**src/rtl/io_arb_pkg.sv**
```systemverilog
// Shared encodings and helpers for the io channel arbiter.
package io_arb_pkg;

  localparam int IO_DATA_W = 5;

  typedef enum logic [2:0] {
    I_IDLE  = 3'b001,
    I_GRANT = 3'b010,
    I_XFER  = 3'b100
  } in_state_t;

  typedef enum logic [2:0] {
    O_IDLE    = 3'b001,
    O_COLLECT = 3'b010,
    O_ACK     = 3'b100
  } out_state_t;

  // Width of an index into n sources; never narrower than one bit.
  function automatic int GRANT_W(input int n);
    return (n <= 1) ? 1 : $clog2(n);
  endfunction

endpackage

```
**src/rtl/io_rr_picker.sv**
```systemverilog
// Combinational round-robin picker: first set candidate strictly after ptr, wrapping.
module io_rr_picker
  import io_arb_pkg::*;
#(
  parameter int N  = 2,
  parameter int GW = GRANT_W(N)
) (
  input  logic [N-1:0]  cand,
  input  logic [GW-1:0] ptr,
  output logic [GW-1:0] idx,
  output logic          valid
);

  logic [GW-1:0] probe;

  always_comb begin
    idx   = '0;
    valid = 1'b0;
    probe = '0;
    for (int i = 1; i <= N; i++) begin
      probe = GW'((int'(ptr) + i) % N);
      if (!valid && cand[probe]) begin
        valid = 1'b1;
        idx   = probe;
      end
    end
  end

endmodule

```
**src/rtl/io_chan_arbiter.sv**
```systemverilog
// Shares the io unit's input channel round-robin among sources and broadcasts
// its output channel to all enabled sinks with a joined acknowledge.
module io_chan_arbiter
  import io_arb_pkg::*;
#(
  parameter int N_IN    = 2,
  parameter int N_OUT   = 2,
  parameter int TIMEOUT = 1023
) (
  input  logic                      clk,
  input  logic                      reset,
  input  logic                      input_rdy_from_io,
  output logic                      input_val_to_io,
  output logic [IO_DATA_W-1:0]      input_data_to_io,
  input  logic [N_IN-1:0]           src_req_from_dev,
  input  logic [N_IN-1:0]           src_enable_from_pnl,
  output logic [N_IN-1:0]           src_rdy_to_dev,
  input  logic [N_IN-1:0]           src_val_from_dev,
  input  logic [IO_DATA_W*N_IN-1:0] src_data_from_dev,
  input  logic                      output_rdy_from_io,
  input  logic [IO_DATA_W-1:0]      output_data_from_io,
  output logic                      output_ack_to_io,
  input  logic [N_OUT-1:0]          sink_enable_from_pnl,
  output logic [N_OUT-1:0]          sink_rdy_to_dev,
  input  logic [N_OUT-1:0]          sink_ack_from_dev,
  output logic [IO_DATA_W-1:0]      sink_data_to_dev,
  output logic [2:0]                grant_idx_to_pnl,
  output logic                      in_busy_to_pnl,
  output logic                      out_busy_to_pnl,
  output logic                      timeout_to_pnl
);

  localparam int GW = GRANT_W(N_IN);
  localparam int TW = (TIMEOUT > 0) ? $clog2(TIMEOUT + 1) : 1;

  in_state_t      i_state;
  out_state_t     o_state;
  logic [GW-1:0]  grant;
  logic [GW-1:0]  ptr;
  logic [GW-1:0]  pick_idx;
  logic           pick_valid;
  logic [TW-1:0]  timer;
  logic           timeout_hit;
  logic [N_IN-1:0] src_rdy_q;
  logic           timeout_q;

  logic [N_OUT-1:0]     mask;
  logic [N_OUT-1:0]     acked;
  logic [N_OUT-1:0]     acked_next;
  logic [IO_DATA_W-1:0] sink_data_q;
  logic                 ack_q;

  io_rr_picker #(.N(N_IN), .GW(GW)) u_picker (
    .cand  (src_req_from_dev & src_enable_from_pnl),
    .ptr   (ptr),
    .idx   (pick_idx),
    .valid (pick_valid)
  );

  assign timeout_hit = (TIMEOUT != 0) && (timer == TW'(TIMEOUT - 1));

  // Val has priority over abort and timeout; a timeout moves ptr past the silent source.
  always_ff @(posedge clk or posedge reset) begin
    if (reset) begin
      i_state   <= I_IDLE;
      grant     <= '0;
      ptr       <= '0;
      timer     <= '0;
      src_rdy_q <= '0;
      timeout_q <= 1'b0;
    end else begin
      timeout_q <= 1'b0;
      case (i_state)
        I_IDLE: begin
          if (input_rdy_from_io && pick_valid) begin
            grant               <= pick_idx;
            timer               <= '0;
            src_rdy_q           <= '0;
            src_rdy_q[pick_idx] <= 1'b1;
            i_state             <= I_GRANT;
          end
        end
        I_GRANT: begin
          if (src_val_from_dev[grant]) begin
            ptr       <= grant;
            src_rdy_q <= '0;
            i_state   <= I_XFER;
          end else if (!input_rdy_from_io || !src_enable_from_pnl[grant]) begin
            src_rdy_q <= '0;
            i_state   <= I_IDLE;
          end else if (timeout_hit) begin
            ptr       <= grant;
            src_rdy_q <= '0;
            timeout_q <= 1'b1;
            i_state   <= I_IDLE;
          end else if (timer != '1) begin
            timer <= timer + TW'(1);
          end
        end
        I_XFER: begin
          if (!src_val_from_dev[grant]) i_state <= I_IDLE;
        end
        default: i_state <= I_IDLE;
      endcase
    end
  end

  assign acked_next = acked | (sink_ack_from_dev & mask);

  // Mask is frozen per character, so enable changes only apply to the next one.
  always_ff @(posedge clk or posedge reset) begin
    if (reset) begin
      o_state     <= O_IDLE;
      mask        <= '0;
      acked       <= '0;
      sink_data_q <= '0;
      ack_q       <= 1'b0;
    end else begin
      case (o_state)
        O_IDLE: begin
          if (output_rdy_from_io) begin
            sink_data_q <= output_data_from_io;
            mask        <= sink_enable_from_pnl;
            acked       <= '0;
            o_state     <= O_COLLECT;
          end
        end
        O_COLLECT: begin
          acked <= acked_next;
          if (acked_next == mask) begin
            ack_q   <= 1'b1;
            o_state <= O_ACK;
          end
        end
        O_ACK: begin
          if (!output_rdy_from_io && (sink_ack_from_dev & mask) == '0) begin
            ack_q   <= 1'b0;
            o_state <= O_IDLE;
          end
        end
        default: o_state <= O_IDLE;
      endcase
    end
  end

  assign input_val_to_io  = (i_state != I_IDLE) ? src_val_from_dev[grant] : 1'b0;
  assign input_data_to_io = (i_state != I_IDLE)
                            ? src_data_from_dev[int'(grant)*IO_DATA_W +: IO_DATA_W] : '0;
  assign src_rdy_to_dev   = src_rdy_q;
  assign timeout_to_pnl   = timeout_q;
  assign grant_idx_to_pnl = 3'(grant);
  assign in_busy_to_pnl   = (i_state != I_IDLE);

  assign sink_rdy_to_dev  = (o_state == O_COLLECT) ? (mask & ~acked) : '0;
  assign sink_data_to_dev = sink_data_q;
  assign output_ack_to_io = ack_q;
  assign out_busy_to_pnl  = (o_state != O_IDLE);

endmodule

```
**config.mk**
```make
export PLATFORM = sky130hd
export DESIGN_NAME = io_chan_arbiter
export DESIGN_NICKNAME = d
export VERILOG_FILES = /design/src/rtl/io_arb_pkg.sv /design/src/rtl/io_rr_picker.sv /design/src/rtl/io_chan_arbiter.sv
export SDC_FILE = /design/constraint.sdc
export NUM_CORES = 1
export LEC_CHECK = 0
export ABC_CLOCK_PERIOD_IN_PS = 2600
export CAP_MARGIN = 20
export CORE_MARGIN = 4
export CORE_UTILIZATION = 40
export CTS_BUF_LIST = sky130_fd_sc_hd__clkbuf_4 sky130_fd_sc_hd__clkbuf_8
export DETAILED_ROUTE_END_ITERATION = 10
export PLACE_DENSITY = 0.69
export SKIP_LAST_GASP = 1
export SYNTH_ARGS = -nofsm -noshare
export SYNTH_HDL_FRONTEND = slang
export SYNTH_SLANG_ARGS = --single-unit
```
**constraint.sdc**
```tcl
create_clock -name clk -period 2.6 [get_ports clk]
set_input_delay 0.39 -clock clk [delete_from_list [all_inputs] [get_ports clk]]
set_output_delay 0.39 -clock clk [all_outputs]
set_load 0.01 [all_outputs]
```
# ---- Word-level counts from Yosys, hierarchy flattened
# Index checks and enable logic that the tools add are counted.
dict set report totals {
  register_bits 31
  in_bits 29
  output_inout_bits 22
  word_cells 121
}
dict set report op_classes {
  n_addsub 3
  n_mul 1
  magnitude_cmp 5
  n_eq_ne 22
  shifts 1
  n_mux 50
  bitwise_logic 5
  n_reduce_logical 23
}
# op n
set op_table {}
lappend op_table {{10-bit 2-to-1 mux} 5}
lappend op_table {{3-bit 2-to-1 mux} 8}
lappend op_table {{1-bit 2-to-1 mux} 23}
lappend op_table {{2-bit inequality test, second input constant} 10}
lappend op_table {{10-bit case mux with 2 select lines} 1}
lappend op_table {{3-bit case mux with 3 select lines} 2}
lappend op_table {{3-bit AND reduction} 5}
lappend op_table {{2-bit 2-to-1 mux} 6}
lappend op_table {{10-bit by 1-bit adder with 10-bit output, second input constant} 1}
lappend op_table {{10-bit == test, second input constant} 1}
lappend op_table {{10-bit inequality test, second input constant} 1}
lappend op_table {{10-bit by 5-bit indexed part select with 5-bit output} 1}
lappend op_table {{1-bit by 2-bit < comparator with 1-bit output, second input constant} 4}
lappend op_table {{2-bit case mux with 2 select lines} 2}
lappend op_table {{2-bit nonzero test} 4}
lappend op_table {{2-bit bitwise AND} 3}
lappend op_table {{3-bit by 1-bit == test with 1-bit output, second input constant} 2}
lappend op_table {{3-bit by 2-bit == test with 1-bit output, second input constant} 2}
lappend op_table {{3-bit == test, second input constant} 2}
lappend op_table {{3-bit by 1-bit inequality test with 1-bit output, second input constant} 2}
lappend op_table {{2-bit AND reduction} 3}
lappend op_table {{6-bit AND reduction} 1}
lappend op_table {{5-bit 2-to-1 mux} 1}
lappend op_table {{1-bit logical AND} 4}
lappend op_table {{12 further kinds} 16}

# ---- Depth between registers and ports, before layout
# Gate-level depths: netlist of the first run.
dict set report logic_depth {
  ltp_word 13
  ltp_mapped 8
  depth_no_buf 7
}

# ---- Modules after synthesis
# Synthesis of the first run repeated with hierarchy kept, for this count alone.
dict set report hier_totals {
  cells_unflattened 187
  area_unflattened_um2 1775.5
}
# module instances cells_per_inst area_each_um2 seq_area_each_um2
set modules_own_cells {}
lappend modules_own_cells {io_chan_arbiter 1 185 1761.7 778.2}
lappend modules_own_cells {io_rr_picker 1 2 13.8 0.0}

# ---- Worst setup path before layout of the first run
# OpenSTA, ideal clock, no wires.
dict set report synth_path {
  path_kind {flip-flop to flip-flop}
  start {reg timer[0]}
  end {reg ptr}
  setup_ns 0.128
  t_arrival_ns 1.975
  required_time_ns 2.472
  setup_slack_ns 0.498
  stages_incl_launch_ff 9
  path_buffers 1
  synth_period_minus_slack_ns 2.102
  path_cell_list {dfrtp_1 -> inv_1 -> ha_1 -> nand4_1 -> or3_1 -> buf_2 -> or4b_4 -> o21ai_2 -> mux2_1}
}
dict set report synth_via {
  elab_chain_cells 3
}
# element line_no
set synth_rtl {}
lappend synth_rtl {{start, declared} io_chan_arbiter.sv:42} ;# logic [TW-1:0] timer;
lappend synth_rtl {{start signal, assigned} io_chan_arbiter.sv:97} ;# timer <= timer + TW'(1);
lappend synth_rtl {{10-bit == test} io_chan_arbiter.sv:60} ;# assign timeout_hit = (TIMEOUT != 0) && (timer == TW'(TIMEOUT - 1));
lappend synth_rtl {{2-bit nonzero test (no line)} -}
lappend synth_rtl {{3-bit AND reduction (no line)} -}
lappend synth_rtl {{end signal, assigned} io_chan_arbiter.sv:85} ;# ptr <= grant;
lappend synth_rtl {{end signal, assigned} io_chan_arbiter.sv:92} ;# ptr <= grant;
lappend synth_rtl {{end, declared} io_chan_arbiter.sv:39} ;# logic [GW-1:0] ptr;
# No other way between the ends.
# A chain may end at the register's enable or synchronous reset.

# ---- Worst setup path in the final report of the first run
dict set report layout_path {
  start {reg o_state[1]}
  end {out sink_rdy_to_dev[0]}
}
dict set report layout_via {
  elab_chain_cells 2
}
# element line_no
set layout_rtl {}
lappend layout_rtl {{start, declared} io_chan_arbiter.sv:37} ;# out_state_t o_state;
lappend layout_rtl {{start signal, assigned} io_chan_arbiter.sv:113} ;# o_state <= O_IDLE;
lappend layout_rtl {{start signal, assigned} io_chan_arbiter.sv:125} ;# o_state <= O_COLLECT;
lappend layout_rtl {{start signal, assigned} io_chan_arbiter.sv:132} ;# o_state <= O_ACK;
lappend layout_rtl {{3-bit by 2-bit == test with 1-bit output} io_chan_arbiter.sv:154} ;# assign sink_rdy_to_dev = (o_state == O_COLLECT) ? (mask & ~acked) : '0;
lappend layout_rtl {{2-bit 2-to-1 mux} io_chan_arbiter.sv:154}
lappend layout_rtl {{end, declared} io_chan_arbiter.sv:24} ;# output logic [N_OUT-1:0] sink_rdy_to_dev,
# No other way between the ends.

==> results of run 1 <==
[cells in the mapped netlist, drive strengths merged (2+ instances only)]
cell,count
nand2,16
nand4,5
buf,5
nand3,8
a22o,2
dfstp,2
or4,2
a31oi,5
o21ai,9
ha,2
o41ai,2
a21oi,7
nand3b,3
dfrtp,29
mux2i,8
nor3b,2
o31ai,2
inv,14
or3,6
nor2,16
clkbuf,4
mux2,7
o211ai,7
[worst max-delay path, cell delays in order (launching register included)]
cell,delay (ns)
dfrtp_1,0.45
nand2_1,0.10
nor2_1,0.29
nand2_1,0.09
nor2_1,0.10
clkdlybuf4s50_1,0.54
[logic make-up after synthesis]
logic type	Yosys count
simple gates	67
compound gates	43
flops	31
buf+inv	23
mux	15
fa+ha+maj	2
other cells	1
xor+xnor	1
[power groups by stage]
stage	registers [W]	clock network, W	logic, W
floorplan	0.000699	0	0.000315
global placement	0.000702	0	0.000589
CTS	0.000698	0.000416	0.000595
global route	0.000715	0.000430	0.000646
detailed placement	0.000707	0	0.000590
finish	0.000697	0.000397	0.000586
[routing by layer]
| metal | wire, µm | part of all wire |
|---|---|---|
| met3 | 295 | 0.073 |
| met1 | 1870 | 0.46 |
| met5 | 0 | 0 |
| met2 | 1840 | 0.45 |
| met4 | 44 | 0.011 |
[stage by stage]
stage / setup slack (ns) / instances / util / cell area, µm²
6_report: 0.370 / 287 / 0.581 / 2370
5_1_grt: 0.239 / 287 / 0.581 / 2370
3_3_place_gp: 0.327 / 279 / 0.557 / 2280
2_1_floorplan: 0.498 / 184 / - / 1740
4_1_cts: 0.352 / 287 / 0.581 / 2370
3_5_place_dp: 0.302 / 279 / 0.557 / 2280
[sequential cells by signal (all words and copies together) (netlist names)]
name              flops
timer                10
sink_data_to_dev      5
i_state               3
o_state               3
acked                 2
mask                  2
src_rdy_to_dev        2
grant                 1
output_ack_to_io      1
ptr                   1
timeout_to_pnl        1
[path summary, 6_finish.rpt]
check / slack (ns) / startpoint / end
worst max register to register: 0.38 / timer[0]$_DFFE_PP0P_ / ptr$_DFFE_PP0P_
worst min register to register: 0.51 / src_rdy_to_dev[1]$_DFFE_PP0P_ / src_rdy_to_dev[1]$_DFFE_PP0P_
max in group asynchronous: 1.80 / reset / i_state[0]$_DFFE_PP1P_
min in group clk: 0.51 / src_rdy_to_dev[1]$_DFFE_PP0P_ / src_rdy_to_dev[1]$_DFFE_PP0P_
worst min-delay path: 0.48 / reset / output_ack_to_io$_DFFE_PP0P_
worst max-delay path: 0.37 / o_state[1]$_DFFE_PP0P_ / sink_rdy_to_dev[0]
[cells in the final DEF, fill, tap and decap left out, drive strengths merged, types with 2 or more instances in the layout]
master | Yosys | layout
a21oi | 7 | 7
a22o | 2 | 2
a31oi | 5 | 5
buf | 5 | 6
clkbuf | 4 | 7
clkdlybuf4s50 | 0 | 48
conb | 1 | 2
dfrtp | 29 | 29
dfstp | 2 | 2
ha | 2 | 2
inv | 14 | 14
mux2 | 7 | 7
mux2i | 8 | 8
nand2 | 16 | 16
nand3 | 8 | 8
nand3b | 3 | 3
nand4 | 5 | 5
nor2 | 16 | 16
nor3b | 2 | 2
o211ai | 7 | 7
o21ai | 9 | 9
o31ai | 2 | 2
o41ai | 2 | 2
or3 | 6 | 6
or4 | 2 | 2
[final cells by class]
| type | instances | area (µm²) | area share |
|---|---|---|---|
| Clock buffer | 7 | 90.1 | 0.0380 |
| Clock inverter | 1 | 5.00 | 0.00211 |
| Inverter | 14 | 52.6 | 0.0222 |
| Multi-Input combinational cell | 130 | 858 | 0.362 |
| Sequential cell | 31 | 778 | 0.328 |
| Tap cell | 50 | 62.6 | 0.0264 |
| Timing Repair Buffer | 54 | 526 | 0.222 |
==> results.md, run 1 <==
* Outcome: complete, no violations
* Remaining DRCs at 0
* Final cycle utilization of the critical path at 0.858
* I/O pin count at 51
* Clock Tree Buf Depth at 2
* Synth Area in XOR/XNOR at 0.00505
* Layout cells sized above 1 at 0.122
* Clk_skew at 0.00685 ns
* Share of the synthesized area in the top cell type at 0.419
* Slew @ Worst Pin at 0.623 ns
* Largest net degree at the start of global routing at 32
* Data arrival, critical path at between 1.5 and 2 ns
* Total GRT Usage at 0.154
* Endpoints failing setup at 0
* CP required at ~2.2 ns
* Switching power at 0.000527 W
* RSZ-0062 raised after global routing: false
* Max VDD drop at roughly 0.36 mV
* CTS Sinks at 31
* Mapped Cells at roughly 180
* Slew headroom at 0.579
* Vias at 1519
* Row count at 23
* ANT cells at 0
* TritonCTS clock tree: built
* Postcts setup bufs at 0
* Int Power at 0.00115 W
* Setup CP Type: reg2out
* Most utilized layer in the global route result: met2
* Drt via density at approximately 5.3
* Chip Height at between 70 and 80 µm
* Setup crit start kind: flop
* Final nets at approximately 270
* Seq pwr share at 0.415
* Dominant synthesized flop cell: dfrtp_1
* Yosys reg bits at 31
* Area Growth Syn to Fin at 36.9%
* Comb pwr share at 0.349
* Met2 Use GR at 0.236
* Initial Util at 0.424
* Core Region at about 0.0041 mm²
* Post-Synth Simple-Gate Area at 0.206
* Distinct cells, synth at 50
* TritonCTS buffer count at 5
* Power Total at approximately 0.0017 W
* Clk pin slew, worst setup/hold paths at around 0.06 ns
* Mux cell area share after synthesis at 0.0917
* Routed wire per std cell at between 10 and 15 µm
* Largest family of logic cells by synthesized area: simple AND/OR/NAND/NOR gates
* Synth Area in Compound Gates at 0.173
* DIE AREA at approximately 0.0054 mm²
* Top cell type by total area after synthesis: dfrtp_1
* Seq/Total Area, Yosys at 0.449
* Number of global-route vias before repair at 1465
* First-pass GRT wire length at 6590 µm
* Pwr/cell area at between 700 and 800 mW/mm²
* Met1 GRT Util at 0.209
* I/O Buffers at 48
* H-tree Lvls at 2
* Initial antenna violation count at 0
* Die Span X at around 74 µm
* Top cells by area, synth: dfrtp_1, mux2i_1, mux2_2
* Clk pwr share at 0.237
* FILL cells at ~370
* Detailed Route WL at just over 4000 µm
* GPL Wtd Cong at a little over 0.8
* Asr flop ratio synth at 1.00
* Net Sw Frac at 0.313
* Clock root buffer: clkbuf_8
* Synth Warn # at 0
* Drt initial violations at 59
* Grt ovf at 0
* CP Max Fanout at 8
* Hold crit path type: in2async
* Fin crit period at 2.23 ns
* Worst hold margin at between 0.4 and 0.5 ns
* CTS hold repair buffers at 0
* PostCTS Resize Cnt at 0
* Global-route track usage on met3 at 0.0397
* Post-synth EDFFs at 0
* Mapped cell area at about 0.0017 mm²
* FMAX at 0.448 GHz
* Drt pass-1 iters at 4
* Leakage dissipation at between 1 and 1.5 nW
* Hpwl dp at between 3000 and 4000 µm
* Avg Cell Area, Syn at ~9.5 µm²
* Post-route ant nets at 0
* Synth Area in Adders at 0.0144
* Hold Fails Final Rpt at 0
* Worst-Skew Late Latency at approximately 0.28 ns
* CP Capture Type: output port
* Worst-case reg-to-reg path depth at 7
* Setup TNS at 0 ns
* Max Slew Vio Count at 0
* MaxCap Viol Count at 0
(Power assumes the default switching activity.)
==> inputs of run 2 (changes only) <==
--- a/config.mk
+++ b/config.mk
@@ -5,8 +5,8 @@
 export SDC_FILE = /design/constraint.sdc
 export NUM_CORES = 1
 export LEC_CHECK = 0
-export ABC_CLOCK_PERIOD_IN_PS = 2600
-export CAP_MARGIN = 20
+export ABC_CLOCK_PERIOD_IN_PS = 2100
+export CAP_MARGIN = 0
 export CORE_MARGIN = 4
 export CORE_UTILIZATION = 40
 export CTS_BUF_LIST = sky130_fd_sc_hd__clkbuf_4 sky130_fd_sc_hd__clkbuf_8
==> constraint.sdc (replaced) <==
create_clock -name clk -period 2.1 [get_ports clk]
set_input_delay 0.315 -clock clk [delete_from_list [all_inputs] [get_ports clk]]
set_output_delay 0.315 -clock clk [all_outputs]
set_load 0.01 [all_outputs]
==> run 2 against run 1 <==
  * Worst hold slack lost 0.078 ns
  * Clock skew is essentially flat
  * Cell count grew 6.3%
  * Critical path depth shrank 1
  * Power grew 27%
  * Highest routed layer unchanged
  * Sequential share of layout area shrank 2.1 points
  * Register-to-register slack lost 0.33 ns
  * Global-route usage grew 0.34 points
  * Wire length grew 4.6%
  * Critical endpoint is now input_data_to_io[0]
  * Clock power grew 25%
  * Count of clock-buffer cells in the layout is the same
  * Combinational power grew 34%
==> results.md, run 2 (synthesis gave the netlist of run 1 again) <==
* Leakage dissipation at 1.14 nW (was 1.01 nW)
* Outcome: complete, no violations (unchanged)
* DIE AREA at 0.00545 mm² (unchanged)
* Critical Path End: input_data_to_io[0] (was sink_rdy_to_dev[0])
* Hold Fails Final Rpt at 0 (unchanged)
* Final worst-path setup slack at 0.0372 ns (was 0.370 ns)
* Vias at 1636 (was 1519)
* Hpwl dp at 3110 µm (was 3000 µm)
* Remaining DRCs at 0 (unchanged)
* Die Span X at 73.8 µm (unchanged)
* I/O Buffers at 48 (unchanged)
* Final non-filler cell total at 305 (was 287)
* Grt ovf at 0 (unchanged)
* Clock root buffer: clkbuf_8 (unchanged)
* Chip Height at 73.8 µm (unchanged)
* CP startpoint: i_state[0]$_DFFE_PP1P_ (was o_state[1]$_DFFE_PP0P_)
* Number of global-route vias before repair at 1490 (was 1465)
* Max VDD drop at 0.586 mV (was 0.365 mV)
* Initial antenna violation count at 0 (unchanged)
* Largest net degree at the start of global routing at 32 (unchanged)
* FMAX at approximately 0.48 GHz
* Max Slew Vio Count at 0 (unchanged)
* Placed Area at 0.00238 mm² (was 0.00228 mm²)
* RSZ-0062 raised after global routing: true (was false)
* Row count at 23 (unchanged)
* Setup TNS at 0 ns (unchanged)
* Drt initial violations at 70 (was 59)
* Setup CP Type: reg2out (unchanged)
* Reg-to-reg startpoint: timer[0]$_DFFE_PP0P_ (unchanged)
* GPL Wtd Cong at 0.895 (was 0.819)
* Core Region at 0.00409 mm² (unchanged)
* FILL cells at 353 (was 369)
* Drt via density at 5.36 (was 5.29)
* Worst-Skew Late Latency at 0.28 ns (about the same)
* Setup crit start kind: flop (unchanged)
* ANT cells at 0 (unchanged)
* Clk pin slew, worst setup/hold paths at 0.07 ns (was 0.06 ns)
* Detailed Route WL at 4230 µm (was 4040 µm)
* MaxCap Viol Count at 0 (unchanged)
* TritonCTS buffer count at 5 (unchanged)
* Endpoints failing setup at 0 (unchanged)
* R2r setup slk at 0.05 ns (was 0.38 ns)
* Pwr/cell area at 843 mW/mm² (was 708 mW/mm²)
* Util after Layout at 0.621 (was 0.581)
* Place WS at 0.0455 ns (was 0.302 ns)
* Routed wire per std cell at 13.9 µm (was 14.1 µm)
* Layout cells sized above 1 at 0.200 (was 0.122)
* Clock Tree Buf Depth at 2 (unchanged)
* Area Growth Syn to Fin at 46.5% (was 36.9%)
* Data arrival, critical path at 1.75 ns (was 1.84 ns)
* TritonCTS clock tree: built (unchanged)
* Total GRT Usage at 0.157 (was 0.154)
* CP Max Fanout at 10 (was 8)
* Hold crit path type: in2async (unchanged)
* Fin crit period at approximately 2.1 ns
* Fin area at 0.00254 mm² (was 0.00237 mm²)
* Post-route ant nets at 0 (unchanged)
* H-tree Lvls at 2 (unchanged)
* Clk_skew at 0.00664 ns (was 0.00685 ns)
* I/O pin count at 51 (unchanged)
* R2r endpoint: ptr$_DFFE_PP0P_ (unchanged)
* Commonest non-fill, non-tap cell in the layout: clkdlybuf4s50_1 (unchanged)
* Final cycle utilization of the critical path at 0.982
* Post-Place Cells at 293 (was 279)
* First-pass GRT wire length at 6740 µm (was 6590 µm)
* Most flop-heavy register: timer (unchanged)
* CTS hold repair buffers at 0 (unchanged)
* Worst-case reg-to-reg path depth at 7 (unchanged)
* CP Capture Type: output port (unchanged)
* CP required at 1.78 ns (was 2.21 ns)
* Largest register FFs at 10 (unchanged)
* Drt pass-1 iters at 4 (unchanged)
* Initial Util at 0.424 (unchanged)
* CTS Sinks at 31 (unchanged)
* Most frequent cells in the layout: clkdlybuf4s50_1, dfrtp_1, buf_4, nand2_1, nor2_1 (was clkdlybuf4s50_1, dfrtp_1, nor2_1, nand2_1, inv_1)
* Final nets at 285 (was 267)
[run 2: worst max-delay path: stages, from the launching register on]
cell	delay (ns)
dfstp_2	0.56
nor3b_2	0.19
buf_6	0.17
nor2_1	0.07
clkdlybuf4s50_1	0.48
[run 2: cell type report]
class / count / area, µm² / area share
multi-input cells: 130 / 866 / 0.341
inverters: 14 / 52.6 / 0.0207
repair buffers: 72 / 682 / 0.269
clock buffers: 7 / 90.1 / 0.0355
flip-flops and latches: 31 / 781 / 0.308
well taps: 50 / 62.6 / 0.0246
clock inverters: 1 / 5.00 / 0.00197
[run 2: power by group]
part	total, W	switching, W	internal [W]
sequential	0.000859	0.000123	0.000736
clock	0.000497	0.000220	0.000277
combinational	0.000785	0.000330	0.000455
total	0.00214	0.000673	0.00147
[run 2: per-layer routing]
metal	vias up	GRT usage	share of wire	routed length, µm
met5	-	0	0	0
met1	772	0.215	0.46	1930
met3	7	0.0383	0.058	244
met4	0	0.0503	0.013	55
met2	49	0.244	0.47	2000
li1	808	-	-	-
[run 2: per-stage QoR]
| stage | hold slack (ns) | total power (W) |
|---|---|---|
| floorplan | 0.417 | 0.00126 |
| global placement | 0.481 | 0.00161 |
| detailed placement | 0.475 | 0.00162 |
| CTS | 0.423 | 0.00213 |
| global route | 0.465 | 0.00227 |
| finish | 0.405 | 0.00214 |
[run 2: worst min path at each step]
stage                     slack (ns)  cells past startpoint                           from                       endpoint
after global routing            0.46                      3                          reset           acked[1]$_DFFE_PP0P_
after detailed placement        0.47                      1  src_rdy_to_dev[1]$_DFFE_PP0P_  src_rdy_to_dev[1]$_DFFE_PP0P_
after floorplan                 0.42                      1                          reset           acked[0]$_DFFE_PP0P_
after global placement          0.48                      1  src_rdy_to_dev[1]$_DFFE_PP0P_  src_rdy_to_dev[1]$_DFFE_PP0P_
after CTS                       0.42                      3                          reset   output_ack_to_io$_DFFE_PP0P_
final                           0.40                      3                          reset         o_state[2]$_DFFE_PP0P_
[run 2: repair_timing]
action                                  CTS  global route
resized for setup                         2             5
buffers inserted                          0             4
gates cloned                              0             0
endpoints found under the setup margin    4             7
